===== config.mk =====
export PLATFORM = sky130hd
export DESIGN_NAME = fp_multiply_pipe_flat
export DESIGN_NICKNAME = d
export VERILOG_FILES = /design/src/rtl/fp_multiply_pipe_if.sv /design/src/rtl/fp_multiply_pipe.sv /design/src/flat_wrapper.sv
export SDC_FILE = /design/constraint.sdc
export NUM_CORES = 1
export LEC_CHECK = 0
export ABC_AREA = 1
export CAP_MARGIN = 20
export CORE_MARGIN = 5
export CORE_UTILIZATION = 25
export CTS_CLUSTER_DIAMETER = 150
export DETAILED_ROUTE_END_ITERATION = 10
export DONT_BUFFER_PORTS = 1
export GPL_TIMING_DRIVEN = 0
export PLACE_DENSITY = 0.39
export SLEW_MARGIN = 20
export SYNTH_ARGS = -nofsm -noshare
export SYNTH_HDL_FRONTEND = slang
export SYNTH_SLANG_ARGS = --single-unit

===== constraint.sdc =====
create_clock -name clk -period 11.1 [get_ports clk]
set_input_delay 0.555 -clock clk [delete_from_list [all_inputs] [get_ports clk]]
set_output_delay 0.555 -clock clk [all_outputs]
set_load 0.02 [all_outputs]

===== src/rtl/fp_multiply_pipe_if.sv =====
// Operand/result bundle for fp_multiply_pipe: operand pair in, product plus flags out.
// Latency: n/a (wiring only).
// Backpressure: valid/ready on both sides; the multiplier side is the slave modport.
// Signals: in_valid/in_ready, a, b (operands); out_valid/out_ready, c (product), flags.
interface fp_multiply_pipe_if #(
    parameter int EXP_BITS = 5,
    parameter int MAN_BITS = 10
);
    localparam int BITS = 1 + EXP_BITS + MAN_BITS;

    logic            in_valid;
    logic            in_ready;
    logic [BITS-1:0] a;
    logic [BITS-1:0] b;
    logic            out_valid;
    logic            out_ready;
    logic [BITS-1:0] c;
    logic [3:0]      flags;   // {invalid, overflow, underflow, inexact}

    // Producer of operands / consumer of results.
    modport master (
        output in_valid, a, b, out_ready,
        input  in_ready, out_valid, c, flags
    );

    // The multiplier.
    modport slave (
        input  in_valid, a, b, out_ready,
        output in_ready, out_valid, c, flags
    );
endinterface


===== src/rtl/fp_multiply_pipe.sv =====
// IEEE-754-format multiplier, RNE rounding, flush-to-zero for subnormal inputs and results.
// Latency: 3 cycles (S1 unpack/exponent sum, S2 significand multiply, S3 normalise/round/pack), 1 result/cycle.
// Backpressure: whole pipe freezes while out_valid && !out_ready; in_ready is the inverse of that stall.
// Ports: clk, rst (async, active-high); io (slave modport): in_valid/in_ready/a/b, out_valid/out_ready/c/flags.
// FP_MUL_FLAGS_EN: when defined, flags = {invalid, overflow, underflow, inexact}; otherwise flags is tied to 0.
module fp_multiply_pipe #(
    parameter int EXP_BITS = 5,
    parameter int MAN_BITS = 10
) (
    input  logic              clk,
    input  logic              rst,
    fp_multiply_pipe_if.slave io
);
    localparam int BITS = 1 + EXP_BITS + MAN_BITS;
    localparam int BIAS = (1 << (EXP_BITS - 1)) - 1;
    localparam int PW   = 2 * (MAN_BITS + 1);
    // Two extra bits hold the un-normalised biased exponent: sums run up to
    // ~2x the max field value and down below zero.
    localparam int EW   = EXP_BITS + 2;

    localparam logic [EXP_BITS-1:0]  EXP_ONES = '1;
    localparam logic signed [EW-1:0] BIAS_S   = EW'(BIAS);
    localparam logic signed [EW-1:0] EXP_MAX  = EW'((1 << EXP_BITS) - 1);
    localparam logic signed [EW-1:0] EXP_MIN  = EW'(1);
    localparam logic [BITS-1:0]      QNAN     = {1'b0, EXP_ONES, 1'b1, {(MAN_BITS-1){1'b0}}};

    // ------------------------------------------------------------------
    // Handshake: every stage advances together unless the output is stuck.
    // ------------------------------------------------------------------
    logic out_valid_q, out_valid_d;
    logic adv;

    assign adv         = !(out_valid_q && !io.out_ready);
    assign io.in_ready = adv;

    // ------------------------------------------------------------------
    // Operand decode (feeds S1)
    // ------------------------------------------------------------------
    logic                a_sign, b_sign;
    logic [EXP_BITS-1:0] a_exp, b_exp;
    logic [MAN_BITS-1:0] a_man, b_man;
    logic                a_zero, b_zero, a_inf, b_inf, a_nan, b_nan;
    logic                spc_nan;

    assign a_sign = io.a[BITS-1];
    assign b_sign = io.b[BITS-1];
    assign a_exp  = io.a[BITS-2:MAN_BITS];
    assign b_exp  = io.b[BITS-2:MAN_BITS];
    assign a_man  = io.a[MAN_BITS-1:0];
    assign b_man  = io.b[MAN_BITS-1:0];

    // Exponent field 0 covers both true zero and subnormals (flushed to zero).
    assign a_zero = (a_exp == '0);
    assign b_zero = (b_exp == '0);
    assign a_inf  = (a_exp == EXP_ONES) && (a_man == '0);
    assign b_inf  = (b_exp == EXP_ONES) && (b_man == '0);
    assign a_nan  = (a_exp == EXP_ONES) && (a_man != '0);
    assign b_nan  = (b_exp == EXP_ONES) && (b_man != '0);

    assign spc_nan = a_nan || b_nan || (a_inf && b_zero) || (b_inf && a_zero);

    // ------------------------------------------------------------------
    // S1: classify, resolve special results early, sum exponents
    // ------------------------------------------------------------------
    logic                 s1_vld_q, s1_vld_d;
    logic                 s1_sign_q, s1_sign_d;
    logic signed [EW-1:0] s1_exp_q, s1_exp_d;
    logic [MAN_BITS-1:0]  s1_man_a_q, s1_man_a_d;
    logic [MAN_BITS-1:0]  s1_man_b_q, s1_man_b_d;
    logic                 s1_spc_q, s1_spc_d;     // result already known, bypasses rounding
    logic [BITS-1:0]      s1_spc_c_q, s1_spc_c_d;

    always_comb begin
        s1_vld_d   = s1_vld_q;
        s1_sign_d  = s1_sign_q;
        s1_exp_d   = s1_exp_q;
        s1_man_a_d = s1_man_a_q;
        s1_man_b_d = s1_man_b_q;
        s1_spc_d   = s1_spc_q;
        s1_spc_c_d = s1_spc_c_q;
        if (adv) begin
            s1_vld_d   = io.in_valid;
            s1_sign_d  = a_sign ^ b_sign;
            s1_exp_d   = $signed({2'b00, a_exp}) + $signed({2'b00, b_exp}) - BIAS_S;
            s1_man_a_d = a_man;
            s1_man_b_d = b_man;
            s1_spc_d   = 1'b0;
            s1_spc_c_d = '0;
            if (spc_nan) begin
                s1_spc_d   = 1'b1;
                s1_spc_c_d = QNAN;
            end else if (a_inf || b_inf) begin
                s1_spc_d   = 1'b1;
                s1_spc_c_d = {a_sign ^ b_sign, EXP_ONES, {MAN_BITS{1'b0}}};
            end else if (a_zero || b_zero) begin
                s1_spc_d   = 1'b1;
                s1_spc_c_d = {a_sign ^ b_sign, {(BITS-1){1'b0}}};
            end
        end
    end

    // ------------------------------------------------------------------
    // S2: full-width significand product (hidden bits restored here)
    // ------------------------------------------------------------------
    logic                 s2_vld_q, s2_vld_d;
    logic                 s2_sign_q, s2_sign_d;
    logic signed [EW-1:0] s2_exp_q, s2_exp_d;
    logic [PW-1:0]        s2_prod_q, s2_prod_d;
    logic                 s2_spc_q, s2_spc_d;
    logic [BITS-1:0]      s2_spc_c_q, s2_spc_c_d;

    always_comb begin
        s2_vld_d   = s2_vld_q;
        s2_sign_d  = s2_sign_q;
        s2_exp_d   = s2_exp_q;
        s2_prod_d  = s2_prod_q;
        s2_spc_d   = s2_spc_q;
        s2_spc_c_d = s2_spc_c_q;
        if (adv) begin
            s2_vld_d   = s1_vld_q;
            s2_sign_d  = s1_sign_q;
            s2_exp_d   = s1_exp_q;
            s2_prod_d  = {{(MAN_BITS+1){1'b0}}, 1'b1, s1_man_a_q}
                       * {{(MAN_BITS+1){1'b0}}, 1'b1, s1_man_b_q};
            s2_spc_d   = s1_spc_q;
            s2_spc_c_d = s1_spc_c_q;
        end
    end

    // ------------------------------------------------------------------
    // S3: normalise, round to nearest even, range check, pack
    // ------------------------------------------------------------------
    logic                 norm;
    logic [MAN_BITS-1:0]  man_t;
    logic                 rnd_g, rnd_r, rnd_s, rnd_up;
    logic [MAN_BITS:0]    man_r;
    logic signed [EW-1:0] exp_n, exp_r;
    logic [BITS-1:0]      res_c;
    logic [BITS-1:0]      c_q, c_d;

    always_comb begin
        // Product of two [1,2) significands lies in [1,4); MSB set means [2,4).
        norm = s2_prod_q[PW-1];
        if (norm) begin
            man_t = s2_prod_q[PW-2 -: MAN_BITS];
            rnd_g = s2_prod_q[MAN_BITS];
            rnd_r = s2_prod_q[MAN_BITS-1];
            rnd_s = |s2_prod_q[MAN_BITS-2:0];
        end else begin
            man_t = s2_prod_q[PW-3 -: MAN_BITS];
            rnd_g = s2_prod_q[MAN_BITS-1];
            rnd_r = s2_prod_q[MAN_BITS-2];
            rnd_s = |s2_prod_q[MAN_BITS-3:0];
        end
        exp_n  = s2_exp_q + $signed({{(EW-1){1'b0}}, norm});
        // Ties (g=1, r=s=0) round up only when the kept LSB is odd.
        rnd_up = rnd_g && (rnd_r || rnd_s || man_t[0]);
        man_r  = {1'b0, man_t} + {{MAN_BITS{1'b0}}, rnd_up};
        // Carry-out leaves man_r[MAN_BITS-1:0] all zero, i.e. exactly 1.0 at exp+1.
        exp_r  = exp_n + $signed({{(EW-1){1'b0}}, man_r[MAN_BITS]});

        if (s2_spc_q) begin
            res_c = s2_spc_c_q;
        end else if (exp_r >= EXP_MAX) begin
            res_c = {s2_sign_q, EXP_ONES, {MAN_BITS{1'b0}}};
        end else if (exp_r < EXP_MIN) begin
            res_c = {s2_sign_q, {(BITS-1){1'b0}}};
        end else begin
            res_c = {s2_sign_q, exp_r[EXP_BITS-1:0], man_r[MAN_BITS-1:0]};
        end

        out_valid_d = adv ? s2_vld_q : out_valid_q;
        c_d         = adv ? res_c    : c_q;
    end

    always_ff @(posedge clk or posedge rst) begin
        if (rst) begin
            s1_vld_q    <= 1'b0;
            s1_sign_q   <= 1'b0;
            s1_exp_q    <= '0;
            s1_man_a_q  <= '0;
            s1_man_b_q  <= '0;
            s1_spc_q    <= 1'b0;
            s1_spc_c_q  <= '0;
            s2_vld_q    <= 1'b0;
            s2_sign_q   <= 1'b0;
            s2_exp_q    <= '0;
            s2_prod_q   <= '0;
            s2_spc_q    <= 1'b0;
            s2_spc_c_q  <= '0;
            out_valid_q <= 1'b0;
            c_q         <= '0;
        end else begin
            s1_vld_q    <= s1_vld_d;
            s1_sign_q   <= s1_sign_d;
            s1_exp_q    <= s1_exp_d;
            s1_man_a_q  <= s1_man_a_d;
            s1_man_b_q  <= s1_man_b_d;
            s1_spc_q    <= s1_spc_d;
            s1_spc_c_q  <= s1_spc_c_d;
            s2_vld_q    <= s2_vld_d;
            s2_sign_q   <= s2_sign_d;
            s2_exp_q    <= s2_exp_d;
            s2_prod_q   <= s2_prod_d;
            s2_spc_q    <= s2_spc_d;
            s2_spc_c_q  <= s2_spc_c_d;
            out_valid_q <= out_valid_d;
            c_q         <= c_d;
        end
    end

    assign io.out_valid = out_valid_q;
    assign io.c         = c_q;

`ifdef FP_MUL_FLAGS_EN
    // Flag path: special-case flags ride alongside the special result,
    // arithmetic flags are produced in S3 from the rounding bits.
    logic [3:0] s1_flg_q, s1_flg_d;
    logic [3:0] s2_flg_q, s2_flg_d;
    logic [3:0] res_flg;
    logic [3:0] flags_q, flags_d;

    always_comb begin
        s1_flg_d = s1_flg_q;
        s2_flg_d = s2_flg_q;
        if (adv) begin
            s1_flg_d = spc_nan ? 4'b1000 : 4'b0000;
            s2_flg_d = s1_flg_q;
        end

        if (s2_spc_q) begin
            res_flg = s2_flg_q;
        end else if (exp_r >= EXP_MAX) begin
            res_flg = 4'b0101;
        end else if (exp_r < EXP_MIN) begin
            res_flg = 4'b0011;
        end else begin
            res_flg = {3'b000, rnd_g | rnd_r | rnd_s};
        end

        flags_d = adv ? res_flg : flags_q;
    end

    always_ff @(posedge clk or posedge rst) begin
        if (rst) begin
            s1_flg_q <= 4'b0000;
            s2_flg_q <= 4'b0000;
            flags_q  <= 4'b0000;
        end else begin
            s1_flg_q <= s1_flg_d;
            s2_flg_q <= s2_flg_d;
            flags_q  <= flags_d;
        end
    end

    assign io.flags = flags_q;
`else
    assign io.flags = 4'b0000;
`endif

endmodule


===== src/flat_wrapper.sv =====
// flat-port wrapper written by rule: the top's interface ports become plain ports
module fp_multiply_pipe_flat 
#(
    parameter int EXP_BITS = 5,
    parameter int MAN_BITS = 10
)
  (clk, rst, io_in_valid, io_a, io_b, io_out_ready, io_in_ready, io_out_valid, io_c, io_flags);
  fp_multiply_pipe_if #(.EXP_BITS(EXP_BITS), .MAN_BITS(MAN_BITS)) io_i ();
  input  logic clk;
  input  logic rst;
  input wire logic [$bits(io_i.in_valid)-1:0] io_in_valid;
  input wire logic [$bits(io_i.a)-1:0] io_a;
  input wire logic [$bits(io_i.b)-1:0] io_b;
  input wire logic [$bits(io_i.out_ready)-1:0] io_out_ready;
  output wire logic [$bits(io_i.in_ready)-1:0] io_in_ready;
  output wire logic [$bits(io_i.out_valid)-1:0] io_out_valid;
  output wire logic [$bits(io_i.c)-1:0] io_c;
  output wire logic [$bits(io_i.flags)-1:0] io_flags;
  assign io_i.in_valid = io_in_valid;
  assign io_i.a = io_a;
  assign io_i.b = io_b;
  assign io_i.out_ready = io_out_ready;
  assign io_in_ready = io_i.in_ready;
  assign io_out_valid = io_i.out_valid;
  assign io_c = io_i.c;
  assign io_flags = io_i.flags;
  fp_multiply_pipe #(.EXP_BITS(EXP_BITS), .MAN_BITS(MAN_BITS)) u_core (.clk(clk), .rst(rst), .io(io_i));
endmodule

Word-level counts from Yosys, hierarchy flattened:

Cells that the tools add are included.

* equal/unequal tests: 2
* muxes and demuxes: 13
* reduce and logical (&&, ||, !) cells: 25
* bitwise logic cells: 1
* add/subtract/negate cells: 5
* multiply operators: 1
* $lt $le $gt $ge: 2

Operators with widths (count)
* $mux W16: 4
* $mux W15: 2
* $mul A11 B11 Y22: 1
* $logic_not A10 Y1: 2
* $reduce_bool A10 Y1: 2
* $add A7 B2 Y7: 2
* $add A10 B1 Y11: 1
* $eq A5 B5 Y1 const B: 2
* $logic_not A5 Y1: 2
* $mux W10: 1
* $reduce_or A9 Y1: 1
* $logic_and A1 B1 Y1: 8
* $reduce_or A8 Y1: 1
* $ge A7 B6 Y1 const B: 1
* $logic_or A1 B1 Y1: 7
* $lt A7 B2 Y1 const B: 1
* $sub A7 B5 Y7 const B: 1
* $add A5 B5 Y6: 1
* $mux W1: 6
* $logic_not A1 Y1: 2
* $xor A1 B1 Y1: 1

* output and inout bits: 22
* input bits: 36
* logic and storage cells: 64
* bits in registers: 111

Depth between registers and ports, before layout:

Gate-level depths: netlist (run 1).

* depth after elaboration: 11
* depth in mapped cells: 27

Least setup slack after synthesis (run 1):

Ideal clock, no wire load.

* path type: register -> register
* start: register u_core.s1_man_b_q[8]
* end: register u_core.s2_prod_q[13]
* arrival time: 4.578 ns
* library setup time: 0.131 ns
* path buffers: 1
* data required time: 10.969 ns
* cell stages (with the launch flop): 22
* slack: 6.391 ns
* cell sequence: dfrtp_1 > clkbuf_1 > nand2_1 > inv_1 > fa_1 > inv_1 > fa_1 > inv_1 > fa_1 > fa_1 > inv_1 > fa_1 > inv_1 > ha_1 > inv_1 > o21bai_1 > nand2_1 > nand2_1 > nand3b_1 > or2_2 > nand3_1 > o21ai_0

* cells in the longest elaborated chain, start to end: 1

Ends and longest elaborated chain
* from (decl): line fp_multiply_pipe.sv:69 `logic [MAN_BITS-1:0] s1_man_b_q, s1_man_b_d;`
* from (signal assigned): line fp_multiply_pipe.sv:198 `s1_man_b_q <= s1_man_b_d;`
* $mul A11 B11 Y22: line fp_multiply_pipe.sv:124 `* {{(MAN_BITS+1){1'b0}}, 1'b1, s1_man_b_q};`
* to (signal assigned): line fp_multiply_pipe.sv:204 `s2_prod_q <= s2_prod_d;`
* to (decl): line fp_multiply_pipe.sv:108 `logic [PW-1:0] s2_prod_q, s2_prod_d;`

No other way between the ends.
A chain may end at the register's enable or synchronous reset.

Worst setup path in the final report (run 1):

* start: register u_core.s1_man_a_q[5]
* end: register u_core.s2_prod_q[13]

* cells in the longest elaborated chain, start to end: 1

Ends and longest elaborated chain
* from (decl): line fp_multiply_pipe.sv:68 `logic [MAN_BITS-1:0] s1_man_a_q, s1_man_a_d;`
* from (signal assigned): line fp_multiply_pipe.sv:197 `s1_man_a_q <= s1_man_a_d;`
* $mul A11 B11 Y22: line fp_multiply_pipe.sv:124

No other way between the ends.

==> metrics.md, run 1 <==
| Metric | Value |
|---|---|
| First-pass GRT wire length | `40.6 mm` |
| Full die area | `37300 sq um` |
| Post-route DRC | `0` |
| Post-synth top area cell | `sky130_fd_sc_hd__dfrtp_1` |
| Number of diodes | `0` |
| Share of cells above drive strength 1 | `under 10%` |
| I/O pin total | `58` |
| Die width | `about 190 microns` |
| Number of endpoints with negative hold slack in the final report | `0` |
| Number of warnings reported in the yosys synthesis log | `0` |
| Cell types occupying the most area after synthesis | `sky130_fd_sc_hd__dfrtp_1, sky130_fd_sc_hd__fa_1, sky130_fd_sc_hd__nand2_1, sky130_fd_sc_hd__ha_1, sky130_fd_sc_hd__inv_1` |
| Pins Over Slew Limit | `0` |
| Post-synthesis cell count | `1115` |
| Total clock sinks | `85` |
| Insertion delay to the later sink of the worst-skew pair | `about 0.36 ns` |
| Count of input and output buffers | `0` |
| Remaining max-slew budget at the tightest pin | `approximately two fifths` |
| Final setup margin | `between 5 and 6 ns` |
| Remaining global-route overflow | `0` |
| Share of flip-flops with an asynchronous set or reset | `100%` |
| Largest net degree at the start of global routing | `53` |
| H-tree levels | `3` |
| Measured slew at the worst slew-check pin | `around 0.89 ns` |
| Total negative slack for setup checks | `0 ns` |
| R2R Path Start | `u_core.s1_man_a_q[5]` |
| Drt wl/cell | `~15 microns` |
| Most repeated cell in the gate-level netlist after synthesis | `sky130_fd_sc_hd__nand2_1` |
| Number of nets with antenna violations after detailed routing | `0` |
| Family with the most delay on the worst path | `adder cells` |
| Number of storage elements in the synthesis netlist | `between 80 and 90` |
| RSZ-0062 raised after global routing | `false` |
| Routability Congestion | `just under 0.8` |
| Register clock-pin slew on the reported worst setup and hold paths | `about 0.08 ns` |
| Total number of vias | `slightly below 7000` |
| Critical Path Start | `u_core.s1_man_a_q[5]` |
| CTS tree | `done` |
| Post-detailed-routing wire length | `about 24 mm` |
| WP buf/inv | `8` |
| Minimum hold slack | `roughly 0.035 ns` |
| Utilization after layout | `roughly 28%` |
| Root Buffer Master | `sky130_fd_sc_hd__clkbuf_16` |
| Fill cell total of the finished layout | `roughly 3700` |
| Number of violations reported at the end of detailed-routing iteration 0 | `around 260` |
| Ordered list of cells on the worst path | `clkbuf_1, nand2_1, fa_1, inv_1, fa_1, inv_1, fa_1, inv_1, fa_1, inv_1, fa_1, inv_1, ha_1, nand2_1, inv_1, nand2_1, inv_1, nand3_1, nand3b_1, or2_2, nand3_1, o21ai_0` |
| Number of buffers on the longest clock path | `2` |
| Most used cell, CP | `sky130_fd_sc_hd__inv_1` |
| Startpoint Class | `flop` |
| Placeable core region | `33300 sq um` |
| Count of nets after finishing | `approximately 1300` |
| Category of the critical setup timing path | `reg2reg` |
| Number of gates resized after CTS | `0` |
| Number of unique standard cell types used by synthesis | `38` |
| Hold Path Class | `in2async` |
| Setup fix buffers added after clock tree synthesis | `0` |
| List of most frequent post-synthesis cells | `sky130_fd_sc_hd__nand2_1, sky130_fd_sc_hd__inv_1, sky130_fd_sc_hd__dfrtp_1, sky130_fd_sc_hd__fa_1, sky130_fd_sc_hd__ha_1` |
| Synth-to-Final Area Change | `10.7%` |
| Crit end category | `flop` |
| Setup Slack @ Placement | `around 5.6 ns` |
| Max Cap Violations | `0` |
| Largest fanout of any net on the critical path | `10` |
| Top achievable clock speed | `~0.18 GHz` |
| Fraction of post-synthesis cell area in the top cell type by area | `25.4%` |
| Shortest clock period the worst path allows after layout | `5.50 ns` |
| Antenna violations before repair | `0` |
| Ratio of final minimum period to clock period | `slightly below 50%` |
| Peak per-stage delay on the critical path | `0.57 ns` |
| Cell Rows | `67` |
| Number of flops mapped to enable cells by yosys | `0` |
| Req. time, crit path | `approximately 11 ns` |
| Post-detail-place hpwl | `approximately 19 mm` |
| Status | `complete, no violations` |
| Setup clock skew after layout | `about 0.0092 ns` |
| Master of the slowest instance on the critical path | `sky130_fd_sc_hd__fa_1` |
| Number of global-route vias before repair | `around 7400` |
| Most used DFF post-synth | `sky130_fd_sc_hd__dfrtp_1` |
| Final setup fails | `0` |
| Total of hold buffers inserted after clock tree synthesis | `0` |
| Combined global-route utilization of all metal layers | `~14%` |
| Chip height | `approximately 190 microns` |
| Data arrival at the endpoint of the critical path | `5.73 ns` |
| Initial standard-cell utilization of the core | `~25%` |
| Vias per cell | `4.34` |
| Length of the first detailed-routing pass in iterations | `5` |
| Number of buffers created by CTS | `9` |
| Cell area after synthesis | `between 8000 and 9000 sq um` |
| Sequential area share after synthesis | `25.4%` |
| Average size of a mapped cell | `7.51 sq um` |
==> routing by layer <==
metal / wire (microns) / up-vias / GRT usage [%] / share of wire [%]
met5: 0 / - / 0 / 0
met1: 11500 / 3374 / 18.9 / 47
met2: 11700 / 75 / 24.1 / 49
met3: 702 / 15 / 2.14 / 2.9
li1: - / 3409 / - / -
met4: 277 / 0 / 3.08 / 1.1
==> cells in the final DEF (no fill, tap or decap), types with 4 or more instances in the layout <==
cell type and count:
sky130_fd_sc_hd__nand2_1 341, sky130_fd_sc_hd__inv_1 220, sky130_fd_sc_hd__dfrtp_1 85, sky130_fd_sc_hd__fa_1 82
sky130_fd_sc_hd__ha_1 67, sky130_fd_sc_hd__nand3_1 51, sky130_fd_sc_hd__nor2_1 48, sky130_fd_sc_hd__o21ai_0 48
sky130_fd_sc_hd__a21oi_1 33, sky130_fd_sc_hd__clkbuf_1 31, sky130_fd_sc_hd__o21ai_1 11, sky130_fd_sc_hd__nand4_1 10
sky130_fd_sc_hd__nand2_2 9, sky130_fd_sc_hd__or2_2 9, sky130_fd_sc_hd__clkbuf_16 9, sky130_fd_sc_hd__nor3_1 8
sky130_fd_sc_hd__xor2_1 7, sky130_fd_sc_hd__inv_2 6, sky130_fd_sc_hd__buf_4 5, sky130_fd_sc_hd__o21ai_2 5
sky130_fd_sc_hd__inv_6 5, sky130_fd_sc_hd__nor2_2 4, sky130_fd_sc_hd__conb_1 4
==> final cells by class <==
class,instances,area (sq um),area share [%]
Multi-Input combinational cell,764,5220,56.3
Sequential cell,85,2130,23.0
Inverter,227,857,9.25
Tap cell,448,561,6.05
Clock buffer,9,225,2.43
Buffer,42,186,2.01
Clock inverter,7,62.6,0.675
Timing Repair Buffer,1,27.5,0.297
==> through the flow <==
step	cell area [sq um]	instances
after floorplan	8390	1118
after global placement	8950	1566
after detailed placement	8980	1567
after CTS	9270	1583
after global routing	9270	1583
final	9270	1583
==> worst register-to-register path: cells and delay by family, from the launching register on <==
family                   cells  cell delay, ns
adder cells (fa/ha/maj)      6            2.97
AND/OR/NAND/NOR              7            1.00
buffers and inverters        8            0.97
flip-flops                   1            0.35
AO/OA/AOI/OAI                1            0.09
==> worst paths after layout <==
| check | to | slack [ns] | cells past startpoint |
|---|---|---|---|
| max | u_core.s2_prod_q[13] | 5.60 | 22 |
| min | u_core.io.c[4] | 0.04 | 1 |
| max reg2reg | u_core.s2_prod_q[13] | 5.60 | 22 |
| min reg2reg | u_core.s2_sign_q | 0.47 | 2 |
| max in group asynchronous | u_core.s1_man_b_q[7] | 10.46 | 2 |
| min in group clk | u_core.s1_man_b_q[0] | 0.30 | 2 |
==> cell families after synthesis <==
family                     after synthesis  share of synthesized area (%)
and+or+nand+nor                        494                           24.6
buffers and inverters                  269                           12.4
adders and majority gates              149                           29.6
AOI/OAI and AO/OA                      107                           6.89
DFF                                     85                           25.4
xor gates and xnor gates                10                           1.05
other                                    1                         0.0448
==> registers in the layout (all words and copies together), names as in the netlist <==
| name | count |
|---|---|
| u_core.s1_vld_q | 1 |
| u_core.s1_spc_q | 1 |
| u_core.s1_sign_q | 1 |
| u_core.s1_spc_c_q | 3 |
| u_core.s2_prod_q | 22 |
| u_core.io.out_valid | 1 |
| u_core.io.c | 16 |
| u_core.s1_exp_q | 7 |
| u_core.s2_sign_q | 1 |
| u_core.s1_man_b_q | 10 |
| u_core.s2_vld_q | 1 |
| u_core.s2_exp_q | 7 |
| u_core.s2_spc_c_q | 3 |
| u_core.s1_man_a_q | 10 |
| u_core.s2_spc_q | 1 |
Power of run 1 is left out: the tool's default activity adds up to more than one toggle a clock period on the data nets, which glitch-free logic cannot reach.
==> run 2: changes to the inputs <==
--- a/config.mk
+++ b/config.mk
@@ -5,7 +5,7 @@
 export SDC_FILE = /design/constraint.sdc
 export NUM_CORES = 1
 export LEC_CHECK = 0
-export ABC_AREA = 1
+export ABC_AREA = 0
 export CAP_MARGIN = 20
 export CORE_MARGIN = 5
 export CORE_UTILIZATION = 25
==> constraint.sdc (replaced) <==
create_clock -name clk -period 5.3 [get_ports clk]
set_input_delay 0.265 -clock clk [delete_from_list [all_inputs] [get_ports clk]]
set_output_delay 0.265 -clock clk [all_outputs]
set_load 0.02 [all_outputs]
==> run 2 against run 1 <==
  * Critical path depth fell by 6
  * Sequential share of layout area fell by 0.061 points
  * Die area fell by 2.0%
  * Count of clock-buffer cells in the layout rose by 1
  * Cell area rose by 0.97%
  * Wire length fell by 1.3%
  * First-iteration DRC count fell by 0.76%
==> metrics.md, run 2 <==
| Metric | Value |
|---|---|
| Number of violations reported at the end of detailed-routing iteration 0 | `260 (-0.76%)` |
| Number of diodes | `0 (unchanged)` |
| Number of global-route vias before repair | `6558 (-11%)` |
| Total negative slack for setup checks | `0 ns (unchanged)` |
| Category of the critical setup timing path | `reg2reg` |
| Number of buffers created by CTS | `9 (unchanged)` |
| Most repeated cell in the gate-level netlist after synthesis | `sky130_fd_sc_hd__nand2_1` |
| Chip height | `191 microns (-0.98%)` |
| Cell types occupying the most area after synthesis | `sky130_fd_sc_hd__dfrtp_1, sky130_fd_sc_hd__fa_1, sky130_fd_sc_hd__ha_1, sky130_fd_sc_hd__nand2_1, sky130_fd_sc_hd__inv_1` |
| Hold Path Class | `in2reg` |
| Sequential area share after synthesis | `25.9% (+0.53 points)` |
| Total clock sinks | `85 (unchanged)` |
| Die width | `191 microns (-0.98%)` |
| Ordered list of cells on the worst path | `clkbuf_4, and2_1, fa_1, fa_1, fa_1, fa_1, inv_1, fa_1, inv_1, ha_2, a21oi_1, o21ai_2, a31o_2, a21o_1, a2111oi_2, nor3_1` |
| Most frequent standard cell in the layout excluding fill and tap cells | `sky130_fd_sc_hd__nand2_1` |
| Ratio of final minimum period to clock period | `95.6% (+46 points)` |
| Req. time, crit path | `5.55 ns (-5.78 ns)` |
| Family with the most delay on the worst path | `adder cells` |
| Highest layer used for signal routing | `met4` |
| First-pass GRT wire length | `38.1 mm (-6.1%)` |
| Full die area | `36500 sq um (-2.0%)` |
| Destination of the critical timing path | `u_core.s2_prod_q[16]` |
| Number of cells on the critical path | `16 (-27%)` |
| Highest-count cells in the layout ignoring fill and taps | `sky130_fd_sc_hd__nand2_1, sky130_fd_sc_hd__inv_1, sky130_fd_sc_hd__fa_1, sky130_fd_sc_hd__dfrtp_1, sky130_fd_sc_hd__ha_1` |
| Metal2 WL | `12.0 mm (+2.6%)` |
| List of most frequent post-synthesis cells | `sky130_fd_sc_hd__nand2_1, sky130_fd_sc_hd__inv_1, sky130_fd_sc_hd__dfrtp_1, sky130_fd_sc_hd__fa_1, sky130_fd_sc_hd__ha_1` |
| Largest net degree at the start of global routing | `58 (+9.4%)` |
| Final setup fails | `0 (unchanged)` |
| Number of standard cells in the final layout excluding fillers | `1392 (-12%)` |
| Root Buffer Master | `sky130_fd_sc_hd__clkbuf_16` |
| Max reg flops | `22 (unchanged)` |
| Number of warnings reported in the yosys synthesis log | `0 (unchanged)` |
| Shortest clock period the worst path allows after layout | `5.07 ns (-0.432 ns)` |
| Post-route DRC | `0 (unchanged)` |
| Status | `complete, no violations` |
| Register name with the most flops | `u_core.s2_prod_q` |
| Count of nets after finishing | `1130 (-14%)` |
| Hold depth | `2` |
| Cell area after synthesis | `8200 sq um (-2.1%)` |
| Fill cell total of the finished layout | `3506 (-5.6%)` |
| Cell Rows | `66 (-1.5%)` |
| H-tree levels | `3 (unchanged)` |
| Most used cell, CP | `sky130_fd_sc_hd__fa_1` |
| Flop-to-flop setup slack | `0.23 ns (-5.37 ns)` |
| Measured slew at the worst slew-check pin | `0.992 ns (+0.107 ns)` |
| Area after DPL | `8800 sq um (-2.0%)` |
| Largest fanout of any net on the critical path | `10 (unchanged)` |
| Total number of vias | `6262 (-8.9%)` |
| Master of the slowest instance on the critical path | `sky130_fd_sc_hd__fa_1` |
| Remaining global-route overflow | `0 (unchanged)` |
| Post-synth top area cell | `sky130_fd_sc_hd__dfrtp_1` |
| Insertion delay to the later sink of the worst-skew pair | `0.37 ns (about the same)` |
| Top achievable clock speed | `0.197 GHz (+8.5%)` |
| Number of placed instances, taps included | `1368 (-13%)` |
| Capturing point of the worst reg2reg path | `u_core.s2_prod_q[16]` |
| Reg2reg path depth | `16 (-27%)` |
| Data arrival at the endpoint of the critical path | `5.32 ns (-0.41 ns)` |
| Critical Path Start | `u_core.s1_man_b_q[6]` |
| Drt wl/cell | `17.2 microns (+12%)` |
| Number of nets with antenna violations after detailed routing | `0 (unchanged)` |
| Fraction of post-synthesis cell area in the top cell type by area | `25.9% (+0.53 points)` |
| R2R Path Start | `u_core.s1_man_b_q[6]` |
| WL met3 | `628 microns (-11%)` |
| Routability Congestion | `0.761 (-3.2%)` |
| Max Cap Violations | `0 (unchanged)` |
| WP buf/inv | `3 (-5)` |
| Number of buffers on the longest clock path | `2 (unchanged)` |
| Register clock-pin slew on the reported worst setup and hold paths | `0.07 ns (about the same)` |
| Remaining max-slew budget at the tightest pin | `33.2% (-7.7 points)` |
| Share of flip-flops with an asynchronous set or reset | `100% (unchanged)` |
| Initial standard-cell utilization of the core | `25.3% (+0.11 points)` |
| Number of storage elements in the synthesis netlist | `85 (unchanged)` |
| DRT met1 WL | `11.0 mm (-4.3%)` |
| Startpoint Class | `flop` |
| Most used DFF post-synth | `sky130_fd_sc_hd__dfrtp_1` |
| Combined global-route utilization of all metal layers | `13.6% (-0.51 points)` |
| Post-synthesis cell count | `922 (-17%)` |
| Utilization after layout | `28.8% (+0.99 points)` |
| CTS tree | `done` |
| Number of flops mapped to enable cells by yosys | `0 (unchanged)` |
| Antenna violations before repair | `0 (unchanged)` |
| Post-detail-place hpwl | `19.1 mm (-1.2%)` |
| Crit end category | `flop` |
| Number of endpoints with negative hold slack in the final report | `0 (unchanged)` |
| Setup clock skew after layout | `0.00760 ns (-0.00156 ns)` |
| Post-detailed-routing wire length | `23.9 mm (-1.3%)` |
| Share of cells above drive strength 1 | `9.58% (+4.0 points)` |
| Vias per cell | `4.50 (+3.6%)` |
| Peak per-stage delay on the critical path | `0.54 ns (-0.03 ns)` |
| Length of the first detailed-routing pass in iterations | `5 (unchanged)` |
| I/O pin total | `58 (unchanged)` |
| Number of unique standard cell types used by synthesis | `64 (+68%)` |
| Synth-to-Final Area Change | `14.1%` |
| Average size of a mapped cell | `8.90 sq um (+18%)` |
| Placeable core region | `32500 sq um (-2.5%)` |
| Final design instance area without fill | `9360 sq um (+0.97%)` |
| Count of input and output buffers | `0 (unchanged)` |
| Pins Over Slew Limit | `0 (unchanged)` |
[run 2: cell types whose count changed after synthesis, sizes merged, moves of 8 or more]
cell	delta
mux2i	+10
nand2	-177
xnor2	+22
and3	+9
a22o	+9
nand3	-33
a21o	+8
and2	+40
or2	-12
a21oi	+8
inv	-103
nand4	-9
nor2	-9
o21ai	-35
[run 2: worst min path at each step]
stage,end,startpoint
2_1_floorplan,u_core.s1_vld_q,io_in_valid
3_3_place_gp,u_core.s1_man_a_q[8],io_a[8]
3_5_place_dp,u_core.io.c[2],rst
4_1_cts,u_core.s1_man_b_q[6],io_b[6]
5_1_grt,u_core.s1_man_a_q[6],io_a[6]
6_report,u_core.s1_man_a_q[7],io_a[7]
[run 2: logic make-up after synthesis]
| group | after synthesis | share of synthesized area (%) |
|---|---|---|
| multiplexers | 13 | 1.63 |
| buffers and inverters | 174 | 8.41 |
| flip-flops | 85 | 25.9 |
| AND/OR/NAND/NOR | 329 | 18.9 |
| AO/OA/AOI/OAI | 136 | 11.1 |
| adder cells (fa/ha/maj) | 149 | 30.2 |
| XOR/XNOR | 35 | 3.74 |
| other | 1 | 0.0457 |
[run 2: repair_timing]
item / 4_1_cts / 5_1_grt
pin swaps: 1 / 7
setup endpoints to repair: 11 / 11
gates resized for setup: 26 / 26
setup buffers: 0 / 12
hold endpoints to repair: 32 / 0
hold buffers: 5 / 0
[run 2: layer usage]
layer,vias up,global-route usage (%)
li1,3015,-
met1,3158,18.3
met2,77,23.3
met3,12,1.84
met4,0,2.98
met5,-,0
[run 2: layout make-up]
cell class	count	area [sq um]	share of cell area [%]
plain buffers	40	226	2.42
repair buffers	18	180	1.93
inverters	125	474	5.07
multi-input cells	666	5490	58.7
well taps	442	553	5.91
clock inverters	6	52.6	0.562
clock buffers	10	239	2.55
flip-flops and latches	85	2140	22.9
[run 2: metrics by stage]
stage	setup WS (ns)	hold WS, ns
detailed placement	-0.406	0.124
CTS	0.00250	0.000467
finish	0.233	0.0133
global route	-0.000599	0.0118
global placement	-0.455	0.381
floorplan	0.250	0.377
Power of run 2 is left out for the same reason.
